==> config.mk <==
export PLATFORM = sky130hd
export DESIGN_NAME = ram2e_sdram_sched
export DESIGN_NICKNAME = d
export VERILOG_FILES = /design/src/rtl/ram2e_pkg.sv /design/src/rtl/ram2e_phase_tracker.sv /design/src/rtl/ram2e_sdram_sched.sv
export SDC_FILE = /design/constraint.sdc
export NUM_CORES = 1
export LEC_CHECK = 0
export ABC_CLOCK_PERIOD_IN_PS = 2250
export CORE_UTILIZATION = 60
export CTS_CLUSTER_DIAMETER = 40
export CTS_CLUSTER_SIZE = 16
export DETAILED_ROUTE_END_ITERATION = 10
export GPL_TIMING_DRIVEN = 0
export PLACE_DENSITY = 0.8
export RECOVER_POWER = 25
export SETUP_SLACK_MARGIN = 0.1
export SYNTH_ARGS = -nofsm -noshare
export SYNTH_HDL_FRONTEND = slang
export SYNTH_SLANG_ARGS = --single-unit
==> constraint.sdc <==
create_clock -name C14M -period 2.25 [get_ports C14M]
set_input_delay 0.3375 -clock C14M [delete_from_list [all_inputs] [get_ports C14M]]
set_output_delay 0.3375 -clock C14M [all_outputs]
set_load 0.01 [all_outputs]
==> src/rtl/ram2e_pkg.sv <==
// Shared encodings and slot timing for the RAM2E SDRAM command scheduler.
package ram2e_pkg;

  typedef enum logic [2:0] {
    CMD_NOP  = 3'd0,
    CMD_ACT  = 3'd1,
    CMD_RD   = 3'd2,
    CMD_WR   = 3'd3,
    CMD_REF  = 3'd4,
    CMD_PALL = 3'd5,
    CMD_MRS  = 3'd6
  } cmd_e;

  typedef enum logic [2:0] {
    SEL_NONE = 3'd0,
    SEL_VROW = 3'd1,
    SEL_VCOL = 3'd2,
    SEL_CROW = 3'd3,
    SEL_CCOL = 3'd4,
    SEL_AROW = 3'd5,
    SEL_ACOL = 3'd6,
    SEL_MODE = 3'd7
  } addr_sel_e;

  localparam logic [3:0] PH_IDLE  = 4'd0;
  localparam logic [3:0] PH_FIRST = 4'd1;
  localparam logic [3:0] PH_VACT  = 4'd2;
  localparam logic [3:0] PH_VRD   = 4'd3;
  localparam logic [3:0] PH_VDQ   = 4'd4;
  localparam logic [3:0] PH_VLAT  = 4'd5;
  localparam logic [3:0] PH_REF   = 4'd6;
  localparam logic [3:0] PH_CACT  = 4'd7;
  localparam logic [3:0] PH_CRW   = 4'd8;
  localparam logic [3:0] PH_CDQ   = 4'd9;
  localparam logic [3:0] PH_CLAT  = 4'd10;
  localparam logic [3:0] PH_AACT  = 4'd11;
  localparam logic [3:0] PH_ARW   = 4'd12;
  localparam logic [3:0] PH_ADQ   = 4'd13;
  localparam logic [3:0] PH_AACK  = 4'd14;
  localparam logic [3:0] PH_STALL = 4'd15;

  localparam int CL = 2;

  // Column command for a read/write access; both carry auto-precharge.
  function automatic logic [2:0] rw_cmd(input logic is_write);
    return is_write ? CMD_WR : CMD_RD;
  endfunction

endpackage

==> src/rtl/ram2e_phase_tracker.sv <==
// PHI1 edge detection, SYNC qualification flags, the saturating Apple-cycle
// phase counter and the refresh timer used while PHI1 is stalled.
module ram2e_phase_tracker
  import ram2e_pkg::*;
#(
  parameter int STALL_REF = 128
) (
  input  logic       i_clk,
  input  logic       i_rst_n,
  input  logic       i_phi1,
  input  logic       i_sync,
  input  logic       i_run,
  output logic       o_enter,
  output logic [3:0] o_phase_next,
  output logic       o_stall_ref
);

  logic        r_phi1;
  logic        r_phi1_d;
  logic        r_seen_lo;
  logic        r_seen_hi;
  logic [3:0]  r_phase;
  logic [15:0] r_stall_cnt;

  logic        w_rise;
  logic        w_enter;
  logic [3:0]  w_phase_next;
  logic [15:0] w_stall_cnt_next;
  logic        w_stall_ref;

  // Next phase: reload on PHI1 rise, otherwise count up and park at 15.
  always_comb begin
    w_rise  = r_phi1 & ~r_phi1_d;
    w_enter = i_sync & w_rise & r_seen_lo & r_seen_hi;
    if (!i_run && !w_enter) begin
      w_phase_next = PH_IDLE;
    end else if (w_rise) begin
      w_phase_next = PH_FIRST;
    end else if (r_phase == PH_STALL) begin
      w_phase_next = PH_STALL;
    end else begin
      w_phase_next = r_phase + 4'd1;
    end
    w_stall_ref = 1'b0;
    if (w_phase_next == PH_STALL) begin
      if (r_stall_cnt == 16'(STALL_REF - 1)) begin
        w_stall_ref      = 1'b1;
        w_stall_cnt_next = 16'd0;
      end else begin
        w_stall_cnt_next = r_stall_cnt + 16'd1;
      end
    end else begin
      w_stall_cnt_next = 16'd0;
    end
  end

  // Flags only count observations made during the current SYNC visit.
  always_ff @(posedge i_clk or negedge i_rst_n) begin
    if (!i_rst_n) begin
      r_phi1      <= 1'b0;
      r_phi1_d    <= 1'b0;
      r_seen_lo   <= 1'b0;
      r_seen_hi   <= 1'b0;
      r_phase     <= PH_IDLE;
      r_stall_cnt <= 16'd0;
    end else begin
      r_phi1      <= i_phi1;
      r_phi1_d    <= r_phi1;
      r_seen_lo   <= i_sync & (r_seen_lo | ~r_phi1);
      r_seen_hi   <= i_sync & (r_seen_hi | r_phi1);
      r_phase     <= w_phase_next;
      r_stall_cnt <= w_stall_cnt_next;
    end
  end

  assign o_enter      = w_enter;
  assign o_phase_next = w_phase_next;
  assign o_stall_ref  = w_stall_ref;

endmodule

==> src/rtl/ram2e_sdram_sched.sv <==
// RAM2E SDRAM scheduler: power-up init sequence, then a fixed per-Apple-cycle
// slot map (video, CPU, refresh, aux) emitted as registered abstract commands.
module ram2e_sdram_sched
  import ram2e_pkg::*;
#(
  parameter int INIT_WAIT = 1432,
  parameter int REF_DIV   = 8,
  parameter int STALL_REF = 128
) (
  input  logic       C14M,
  input  logic       nRST,
  input  logic       PHI1,
  input  logic       EN80,
  input  logic       nWE80,
  input  logic       AuxReq,
  input  logic       AuxWE,
  output logic       AuxAck,
  output logic [2:0] Cmd,
  output logic [2:0] AddrSel,
  output logic       DqmEn,
  output logic       VidLatch,
  output logic       CpuLatch,
  output logic       AuxLatch,
  output logic       CKE,
  output logic       Ready
);

  localparam logic [2:0] S_INIT_WAIT = 3'd0;
  localparam logic [2:0] S_INIT_PALL = 3'd1;
  localparam logic [2:0] S_INIT_REF  = 3'd2;
  localparam logic [2:0] S_INIT_MRS  = 3'd3;
  localparam logic [2:0] S_INIT_NOP  = 3'd4;
  localparam logic [2:0] S_SYNC      = 3'd5;
  localparam logic [2:0] S_RUN       = 3'd6;

  localparam logic [15:0] REF_GAP = 16'd8;

  logic [2:0]  r_state;
  logic [15:0] r_cnt;
  logic [7:0]  r_div;
  logic        r_en80;
  logic        r_we_n;
  logic        r_aux_act;
  logic        r_aux_we;
  logic [2:0]  r_cmd;
  logic [2:0]  r_sel;
  logic        r_dqm;
  logic        r_vid;
  logic        r_cpu;
  logic        r_auxl;
  logic        r_ack;
  logic        r_cke;
  logic        r_ready;

  logic [2:0]  w_state_next;
  logic [15:0] w_cnt_next;
  logic [7:0]  w_div_next;
  logic        w_en80_next;
  logic        w_we_n_next;
  logic        w_aux_act_next;
  logic        w_aux_we_next;
  logic [2:0]  w_cmd;
  logic [2:0]  w_sel;
  logic        w_dqm;
  logic        w_vid;
  logic        w_cpu;
  logic        w_auxl;
  logic        w_ack;
  logic        w_enter;
  logic [3:0]  w_phase_next;
  logic        w_stall_ref;

  ram2e_phase_tracker #(
    .STALL_REF (STALL_REF)
  ) u_phase (
    .i_clk        (C14M),
    .i_rst_n      (nRST),
    .i_phi1       (PHI1),
    .i_sync       (r_state == S_SYNC),
    .i_run        (r_state == S_RUN),
    .o_enter      (w_enter),
    .o_phase_next (w_phase_next),
    .o_stall_ref  (w_stall_ref)
  );

  // Init sequencing and slot decode; outputs are computed for the phase about to be presented.
  always_comb begin
    w_state_next   = r_state;
    w_cnt_next     = r_cnt;
    w_div_next     = r_div;
    w_en80_next    = r_en80;
    w_we_n_next    = r_we_n;
    w_aux_act_next = r_aux_act;
    w_aux_we_next  = r_aux_we;
    w_cmd          = CMD_NOP;
    w_sel          = SEL_NONE;
    w_dqm          = 1'b0;
    w_vid          = 1'b0;
    w_cpu          = 1'b0;
    w_auxl         = 1'b0;
    w_ack          = 1'b0;

    case (r_state)
      S_INIT_WAIT: begin
        if (r_cnt == 16'(INIT_WAIT)) begin
          w_state_next = S_INIT_PALL;
          w_cnt_next   = 16'd0;
          w_cmd        = CMD_PALL;
        end else begin
          w_cnt_next = r_cnt + 16'd1;
        end
      end
      S_INIT_PALL: begin
        w_state_next = S_INIT_REF;
        w_cnt_next   = 16'd0;
        w_cmd        = CMD_REF;
      end
      S_INIT_REF: begin
        if (r_cnt == REF_GAP) begin
          w_state_next = S_INIT_MRS;
          w_cnt_next   = 16'd0;
          w_cmd        = CMD_MRS;
          w_sel        = SEL_MODE;
        end else begin
          w_cnt_next = r_cnt + 16'd1;
          if (r_cnt == REF_GAP - 16'd1) begin
            w_cmd = CMD_REF;
          end else begin
            w_cmd = CMD_NOP;
          end
        end
      end
      S_INIT_MRS: begin
        w_state_next = S_INIT_NOP;
        w_cnt_next   = 16'd0;
      end
      S_INIT_NOP: begin
        if (r_cnt == 16'd1) begin
          w_state_next = S_SYNC;
          w_cnt_next   = 16'd0;
        end else begin
          w_cnt_next = r_cnt + 16'd1;
        end
      end
      S_SYNC: begin
        if (w_enter) begin
          w_state_next = S_RUN;
        end else begin
          w_state_next = S_SYNC;
        end
      end
      S_RUN: begin
        w_state_next = S_RUN;
      end
      default: begin
        w_state_next = S_INIT_WAIT;
        w_cnt_next   = 16'd0;
      end
    endcase

    if (w_state_next == S_RUN) begin
      case (w_phase_next)
        PH_FIRST: begin
          // A reload before ph14 also lands here, silently dropping an unfinished aux access.
          w_aux_act_next = 1'b0;
          if (r_div == 8'(REF_DIV - 1)) begin
            w_div_next = 8'd0;
          end else begin
            w_div_next = r_div + 8'd1;
          end
        end
        PH_VACT: begin
          w_cmd = CMD_ACT;
          w_sel = SEL_VROW;
        end
        PH_VRD: begin
          w_cmd = CMD_RD;
          w_sel = SEL_VCOL;
          w_dqm = 1'b1;
        end
        PH_VDQ: w_dqm = 1'b1;
        PH_VLAT: begin
          w_dqm = 1'b1;
          w_vid = 1'b1;
        end
        PH_REF: begin
          if (r_div == 8'd0) begin
            w_cmd = CMD_REF;
          end else begin
            w_cmd = CMD_NOP;
          end
        end
        PH_CACT: begin
          w_en80_next = EN80;
          w_we_n_next = nWE80;
          if (EN80) begin
            w_cmd = CMD_ACT;
            w_sel = SEL_CROW;
          end else begin
            w_cmd = CMD_NOP;
          end
        end
        PH_CRW: begin
          if (r_en80) begin
            w_cmd = rw_cmd(~r_we_n);
            w_sel = SEL_CCOL;
            w_dqm = 1'b1;
          end else begin
            w_cmd = CMD_NOP;
          end
        end
        PH_CDQ: w_dqm = r_en80;
        PH_CLAT: begin
          w_dqm = r_en80;
          w_cpu = r_en80 & r_we_n;
        end
        PH_AACT: begin
          w_aux_act_next = AuxReq;
          w_aux_we_next  = AuxWE;
          if (AuxReq) begin
            w_cmd = CMD_ACT;
            w_sel = SEL_AROW;
          end else begin
            w_cmd = CMD_NOP;
          end
        end
        PH_ARW: begin
          if (r_aux_act) begin
            w_cmd = rw_cmd(r_aux_we);
            w_sel = SEL_ACOL;
            w_dqm = 1'b1;
          end else begin
            w_cmd = CMD_NOP;
          end
        end
        PH_ADQ: w_dqm = r_aux_act;
        PH_AACK: begin
          w_dqm          = r_aux_act;
          w_auxl         = r_aux_act & ~r_aux_we;
          w_ack          = r_aux_act;
          w_aux_act_next = 1'b0;
        end
        PH_STALL: begin
          if (w_stall_ref) begin
            w_cmd = CMD_REF;
          end else begin
            w_cmd = CMD_NOP;
          end
        end
        default: w_cmd = CMD_NOP;
      endcase
    end else begin
      w_div_next = r_div;
    end
  end

  // State, slot bookkeeping and every output pin are registered here.
  always_ff @(posedge C14M or negedge nRST) begin
    if (!nRST) begin
      r_state   <= S_INIT_WAIT;
      r_cnt     <= 16'd0;
      r_div     <= 8'd0;
      r_en80    <= 1'b0;
      r_we_n    <= 1'b1;
      r_aux_act <= 1'b0;
      r_aux_we  <= 1'b0;
      r_cmd     <= CMD_NOP;
      r_sel     <= SEL_NONE;
      r_dqm     <= 1'b0;
      r_vid     <= 1'b0;
      r_cpu     <= 1'b0;
      r_auxl    <= 1'b0;
      r_ack     <= 1'b0;
      r_cke     <= 1'b0;
      r_ready   <= 1'b0;
    end else begin
      r_state   <= w_state_next;
      r_cnt     <= w_cnt_next;
      r_div     <= w_div_next;
      r_en80    <= w_en80_next;
      r_we_n    <= w_we_n_next;
      r_aux_act <= w_aux_act_next;
      r_aux_we  <= w_aux_we_next;
      r_cmd     <= w_cmd;
      r_sel     <= w_sel;
      r_dqm     <= w_dqm;
      r_vid     <= w_vid;
      r_cpu     <= w_cpu;
      r_auxl    <= w_auxl;
      r_ack     <= w_ack;
      r_cke     <= 1'b1;
      r_ready   <= (w_state_next == S_RUN);
    end
  end

  assign Cmd      = r_cmd;
  assign AddrSel  = r_sel;
  assign DqmEn    = r_dqm;
  assign VidLatch = r_vid;
  assign CpuLatch = r_cpu;
  assign AuxLatch = r_auxl;
  assign AuxAck   = r_ack;
  assign CKE      = r_cke;
  assign Ready    = r_ready;

endmodule

==> impl_metrics.py, run 1 <==
metrics = {
    "grt": {
        "grt_start_max_net_pins": 69,
        "grt_pass1_vias": 2634,
        "grt_pass1_wl_mm": 12.47,
        "overflow": 0,
        "track_usage": 0.2593,
        "antenna_found_initial": 0,
    },
    "critical_path": {
        "worstPathArrival_ps": 2280,
        "rrSetupSlack_ps": 190,
        "endpoint": "Cmd[0]$_DFF_PN0_",
        "cp.depth": 6,
        "crit_chain": "ha_4 > a31oi_4 > or3_1 > clkbuf_1 > o221ai_1 > a211o_1",
        "path_max_fanout": 6,
        "r2r-start": "u_phase.r_phase[0]$_DFF_PN0_",
        "endpoint_kind": "flip-flop",
        "r2r_cells": 6,
        "start_kind": "flip-flop",
        "crit_buf_inv": 1,
        "crit_slowest_cell": "dfrtp_2",
        "crit_path_start": "u_phase.r_phase[0]$_DFF_PN0_",
        "crit_required_ps": 2470,
        "slowest_delay_ps": 470,
        "crit_type": "reg -> reg",
        "reg2reg_to": "Cmd[0]$_DFF_PN0_",
        "cp_top_family": "compound AO/OA/AOI/OAI gates",
    },
    "sta": {
        "whs_ps": 411.5,
        "setup_violations": 0,
        "period_needed_ps": 2058,
        "hold_viol": 0,
        "tightest_slew_ps": 1642,
        "fin_worst_skew_ps": 4.344,
        "rsz0062_at_grt": "true",
        "max_freq_ghz": 0.4858,
        "period_share": 0.9148,
        "layout_setup_ws_ps": 191.7,
        "drv_slew": 69,
        "slew_headroom": -0.09443,
    },
    "clock_network": {
        "cts_sinks": 68,
        "htree_levels": 3,
        "cts_tree": "built",
        "clock_latency_ps": 340,
        "clock_path_buffers": 2,
        "numCtsBuffers": 9,
        "clockRootBuffer": "clkbuf_8",
        "clkTransAtPathRegs_ps": 70,
        "postCtsSetupBuffers": 0,
    },
    "power": {
        "p_total_mw": 2.211,
        "ir_drop_mv": 0.4969,
        "power.leakage_nw": 1.806,
        "power_per_cell_area_nw_per_um2": 537.0,
    },
    "floorplan": {
        "die_height_um": 79.36,
        "coreArea_um2": 5642,
        "die_area_um2": 6298,
        "die_w_um": 79.36,
        "row_count": 27,
        "start_util": 0.6365,
        "ios": 20,
    },
    "layout": {
        "fillers": 407,
        "diodes": 0,
        "nNetsFinal": 404,
        "final_area_um2": 4118,
        "area_delta_synth_final_pct": 14.67,
        "final-instance-count-excl-fill": 467,
        "drive_gt1_frac": 0.1418,
        "regArea_um2": 1704,
        "multi_input_area_um2": 1829,
    },
    "synth": {
        "synthAdderAreaFrac": 0.02439,
        "synth_top_family_by_area": "simple AND/OR/NAND/NOR gates",
        "syn_avg_cell_area_um2": 9.975,
        "yosysSeqAreaShare": 0.4742,
        "synth_seq_cells": 68,
        "yosys_warnings": 0,
        "async_flop_share": 1.000,
        "yosysUniqueCellTypes": 60,
        "synth-xor-area-share": 0.07805,
        "synthFlopType": "dfrtp_1",
        "syn_inst": 360,
        "synth_edf_count": 0,
        "synth_nets": 374,
        "synthSimpleGateAreaFrac": 0.2735,
        "syn_area_um2": 3591,
        "synth_compound_area_frac": 0.09443,
        "synthMuxAreaShare": 0.02056,
    },
    "placed_design": {
        "place_area_um2": 3869,
        "dpl.cell_count": 451,
        "gp_congestion": 0.9433,
        "place_ws_ps": 47.34,
        "io_buffer_count": 19,
        "hpwl_mm": 4.983,
    },
    "detailed_routing": {
        "vias_per_cell": 5.829,
        "drt_iter0_markers": 232,
        "vias": 2722,
        "wirelength_mm": 7.248,
        "detail_route.wl_per_cell_um": 15.52,
        "first_pass_iters": 4,
        "antenna_left": 0,
        "drcViolationCount": 0,
    },
    "status": {
        "violations": "capacitance limit, slew limit",
        "status": "finished with violations",
    },
    "hold_path": {
        "hp-class": "in -> async",
    },
    "job": {
        "maxCapViolations": 1,
    },
}
## flip-flops by register name, indices dropped and copies added (netlist names), 3 cells and up
signal               cells
r_state                  3
u_phase.r_stall_cnt     16
r_cnt                   16
r_div                    8
Cmd                      3
u_phase.r_phase          4
AddrSel                  3
## cell usage after synthesis, drive strengths merged, types with 4 or more instances
library cell,number,area share
nor2,42,0.063
nand2,30,0.031
or2,4,0.0070
o211ai,4,0.0084
inv,14,0.015
nand2b,6,0.010
o21ai,6,0.0084
nand3,27,0.038
ha,7,0.024
a21oi,12,0.018
xnor2,10,0.024
and3,9,0.016
dfrtp,67,0.47
xor2,22,0.054
nand4,22,0.038
nor4,9,0.016
nor3,7,0.0098
buf,7,0.016
mux2i,4,0.011
## placed cells by master (no fill, tap or decap), types with 3 or more instances in the layout
cell type,n
a21oi_1,11
and2_1,3
and3_1,9
buf_2,4
clkbuf_1,3
clkbuf_8,12
clkdlybuf4s50_1,17
clkinv_2,3
dfrtp_1,66
ha_1,6
inv_1,13
mux2_2,3
mux2i_1,4
nand2_1,30
nand2b_1,6
nand3_1,26
nand3b_1,3
nand4_1,22
nor2_1,31
nor2_2,3
nor2_4,8
nor3_1,6
nor4_1,6
nor4_2,3
o211ai_1,4
o21ai_0,4
or2_2,3
xnor2_1,10
xor2_1,22
## how the worst min path moves through the flow
stage,from,endpoint,slack [ps],cells past startpoint
floorplan,nRST,AddrSel[0]$_DFF_PN0_,40,0
global placement,r_div[7]$_DFFE_PN0P_,r_div[7]$_DFFE_PN0P_,460,1
detailed placement,r_div[7]$_DFFE_PN0P_,r_div[7]$_DFFE_PN0P_,470,1
CTS,nRST,u_phase.r_stall_cnt[8]$_DFF_PN0_,130,1
global route,r_aux_we$_DFFE_PN0P_,AuxLatch$_DFF_PN0_,510,1
finish,nRST,u_phase.r_stall_cnt[8]$_DFF_PN0_,410,1
## cell families after synthesis
family | Yosys count
xor gates and xnor gates | 32
and+or+nand+nor | 177
buffers and inverters | 24
DFF | 68
other | 1
AOI/OAI and AO/OA | 44
adders and majority gates | 7
muxes | 7
## repair_timing
| action | CTS | global route |
|---|---|---|
| resized for setup | 4 | 7 |
| hold endpoints to repair | 0 | 0 |
| endpoints found under the setup margin | 5 | 32 |
| hold buffers | 0 | 0 |
## area by class of cell
class                   instances  share of cell area
multi-input cells             268              0.4442
plain buffers                  10             0.01671
well taps                      72             0.02188
clock inverters                 4            0.005469
repair buffers                 19             0.04497
inverters                      14             0.01276
clock buffers                  12             0.04011
flip-flops and latches         68              0.4139
## where the power goes
part           total (mW)  internal, mW  switching, mW  leakage (nW)
sequential           1.23          1.23        0.00425         0.916
clock               0.938         0.484          0.453        0.0982
combinational      0.0421        0.0130         0.0291         0.791
## metal layers
| layer | vias to the layer above | track usage | part of all wire |
|---|---|---|---|
| li1 | 1348 | - | - |
| met1 | 1321 | 0.3527 | 0.46 |
| met2 | 45 | 0.3974 | 0.49 |
| met3 | 8 | 0.06322 | 0.036 |
| met4 | 0 | 0.1055 | 0.012 |
| met5 | - | 0 | 0 |
## per-stage QoR
stage	util	setup TNS (ps)
2_1_floorplan	-	0
5_1_grt	0.7299	0
3_3_place_gp	0.6862	-89540
6_report	0.7299	0
4_1_cts	0.7230	0
3_5_place_dp	0.6857	0
Power figures use the tool's default switching activity.
==> inputs of run 2 (changes only) <==
--- a/config.mk
+++ b/config.mk
@@ -6,12 +6,12 @@
 export NUM_CORES = 1
 export LEC_CHECK = 0
 export ABC_CLOCK_PERIOD_IN_PS = 2250
-export CORE_UTILIZATION = 60
+export CORE_UTILIZATION = 55
 export CTS_CLUSTER_DIAMETER = 40
 export CTS_CLUSTER_SIZE = 16
 export DETAILED_ROUTE_END_ITERATION = 10
 export GPL_TIMING_DRIVEN = 0
-export PLACE_DENSITY = 0.8
+export PLACE_DENSITY = 0.74
 export RECOVER_POWER = 25
 export SETUP_SLACK_MARGIN = 0.1
 export SYNTH_ARGS = -nofsm -noshare
==> impl_metrics.py, run 2 (same netlist as run 1, synthesis figures left out) <==
metrics = {
    "sta": {
        "hold_viol": 0,
        "period_needed_ps": 2092,
        "tightest_slew_ps": 1653,
        "drv_slew": 69,
        "fin_worst_skew_ps": 9.941,
        "slew_headroom": -0.1023,
        "rsz0062_at_grt": "false",
        "max_freq_ghz": 0.4781,
        "period_share": 0.9296,
        "setup_violations": 0,
        "layout_setup_ws_ps": 158.4,
    },
    "placed_design": {
        "io_buffer_count": 19,
        "hpwl_mm": 5.106,
        "place_ws_ps": 22.95,
        "gp_congestion": 0.8812,
    },
    "layout": {
        "post-route-util": 0.6593,
        "nNetsFinal": 405,
        "final_cell_mix": "dfrtp_1 (66), nor2_1 (31), nand2_1 (30)",
        "drive_gt1_frac": 0.1364,
        "regArea_um2": 1704,
        "diodes": 0,
        "fillers": 521,
        "final_common_cell": "dfrtp_1",
        "top_regs": "r_cnt (16), u_phase.r_stall_cnt (16), r_div (8)",
        "multi_input_area_um2": 1817,
        "area_delta_synth_final_pct": 15.92,
    },
    "critical_path": {
        "path_max_fanout": 6,
        "reg2reg_to": "Cmd[2]$_DFF_PN0_",
        "start_kind": "flip-flop",
        "worstPathArrival_ps": 2290,
        "endpoint_kind": "flip-flop",
        "crit_type": "reg -> reg",
        "r2r-start": "r_state[0]$_DFF_PN0_",
        "r2r_cells": 5,
        "rrSetupSlack_ps": 160,
        "crit_required_ps": 2450,
    },
    "clock_network": {
        "clock_latency_ps": 340,
        "htree_levels": 3,
        "numCtsBuffers": 9,
        "clockRootBuffer": "clkbuf_8",
        "ctsHoldBuffers": 0,
        "cts_sinks": 68,
        "cts_tree": "built",
        "clkTransAtPathRegs_ps": 70,
        "clock_path_buffers": 2,
    },
    "floorplan": {
        "die_area_um2": 6856,
        "die_height_um": 82.80,
        "row_count": 29,
        "die_w_um": 82.80,
        "coreArea_um2": 6314,
        "ios": 20,
        "start_util": 0.5688,
    },
    "power": {
        "p_seq_frac": 0.501,
        "p_total_mw": 2.458,
        "swShare": 0.1971,
        "p_int_mw": 1.974,
        "power_per_cell_area_nw_per_um2": 590.6,
        "power.leakage_nw": 1.828,
        "pwr-share-comb": 0.017,
        "p_switching_mw": 0.4846,
        "pwr-share-clk": 0.482,
        "ir_drop_mv": 0.4436,
    },
    "grt": {
        "grt_pass1_vias": 2618,
        "antenna_found_initial": 0,
        "overflow": 0,
        "grt_start_max_net_pins": 69,
        "grt_pass1_wl_mm": 12.33,
        "track_usage": 0.2282,
    },
    "detailed_routing": {
        "detail_route.wl_per_cell_um": 15.44,
        "vias": 2764,
        "wirelength_mm": 7.305,
        "vias_per_cell": 5.844,
        "drt_iter0_markers": 226,
        "antenna_left": 0,
        "drcViolationCount": 0,
        "first_pass_iters": 4,
    },
    "hold_path": {
        "hp-class": "in -> async",
    },
    "status": {
        "violations": "capacitance limit, slew limit",
        "status": "finished with violations",
    },
    "job": {
        "maxCapViolations": 1,
    },
}
[run 2: cell count changes in the layout (fill, tap and decap cells not counted)]
cell,change
clkbuf_1,+2
buf_4,+1
a21oi_2,+1
a211oi_1,+1
a211oi_2,-1
a21oi_4,-1
clkinvlp_4,-1
clkbuf_8,-3
bufinv_16,+3
clkinv_2,-1
[run 2: area by class of cell]
class                      count  area share
sequential                    68      0.4094
timing repair buffer          20     0.04629
clock buffer                  11     0.03156
inverter                      14     0.01262
clock inverter                 5     0.02405
buffer                        10     0.01653
tap                           77     0.02314
multi-input combinational    268      0.4364
[run 2: critical path, cell delays in order, from the launching register on]
cell and delay [ps]:
dfrtp_1 440, and2b_1 290, nand3_1 200, or3_1 410, clkbuf_1 180, o311ai_1 430
[run 2: power by group through the flow]
stage / clock network, mW / logic, mW / registers (mW)
2_1_floorplan: 0 / 0.00710 / 1.25
3_3_place_gp: 0 / 0.0448 / 1.25
3_5_place_dp: 0 / 0.0445 / 1.25
4_1_cts: 1.21 / 0.0445 / 1.23
5_1_grt: 1.26 / 0.0488 / 1.23
6_report: 1.19 / 0.0412 / 1.23
[run 2: repair_timing]
action,in CTS,in global routing
resized for setup,4,5
setup buffers,0,1
pin swaps,0,1
setup endpoints to repair,14,31
[run 2: routing by layer]
layer / GRT usage / vias to the layer above / wire length, um
met5: 0 / - / 0
met4: 0.08621 / 0 / 102
met3: 0.05865 / 8 / 325
met2: 0.3420 / 63 / 3384
met1: 0.3201 / 1339 / 3493
li1: - / 1354 / -
[run 2: through the flow]
step	instance area (um2)	instances	TNS [ps]	hold WS (ps)
detailed placement	3875	456	0	457.3
finish	4163	473	0	405.0
CTS	4134	472	0	128.9
global placement	3877	456	-93440	455.5
floorplan	3591	360	0	41.91
global route	4163	473	0	485.1
[run 2: worst max-delay path by stage]
| stage | from | cells past startpoint | slack [ps] | to |
|---|---|---|---|---|
| after floorplan | u_phase.r_phase[0]$_DFF_PN0_ | 6 | 340 | Cmd[0]$_DFF_PN0_ |
| after global placement | nRST | 1 | -1390 | CKE$_DFF_PN0_ |
| after detailed placement | u_phase.r_phase[0]$_DFF_PN0_ | 6 | 20 | Cmd[0]$_DFF_PN0_ |
| after CTS | u_phase.r_phase[0]$_DFF_PN0_ | 8 | 110 | u_phase.r_stall_cnt[11]$_DFF_PN0_ |
| after global routing | r_cnt[0]$_DFFE_PN0P_ | 7 | 120 | r_cnt[15]$_DFFE_PN0P_ |
| final | r_state[0]$_DFF_PN0_ | 5 | 160 | Cmd[2]$_DFF_PN0_ |
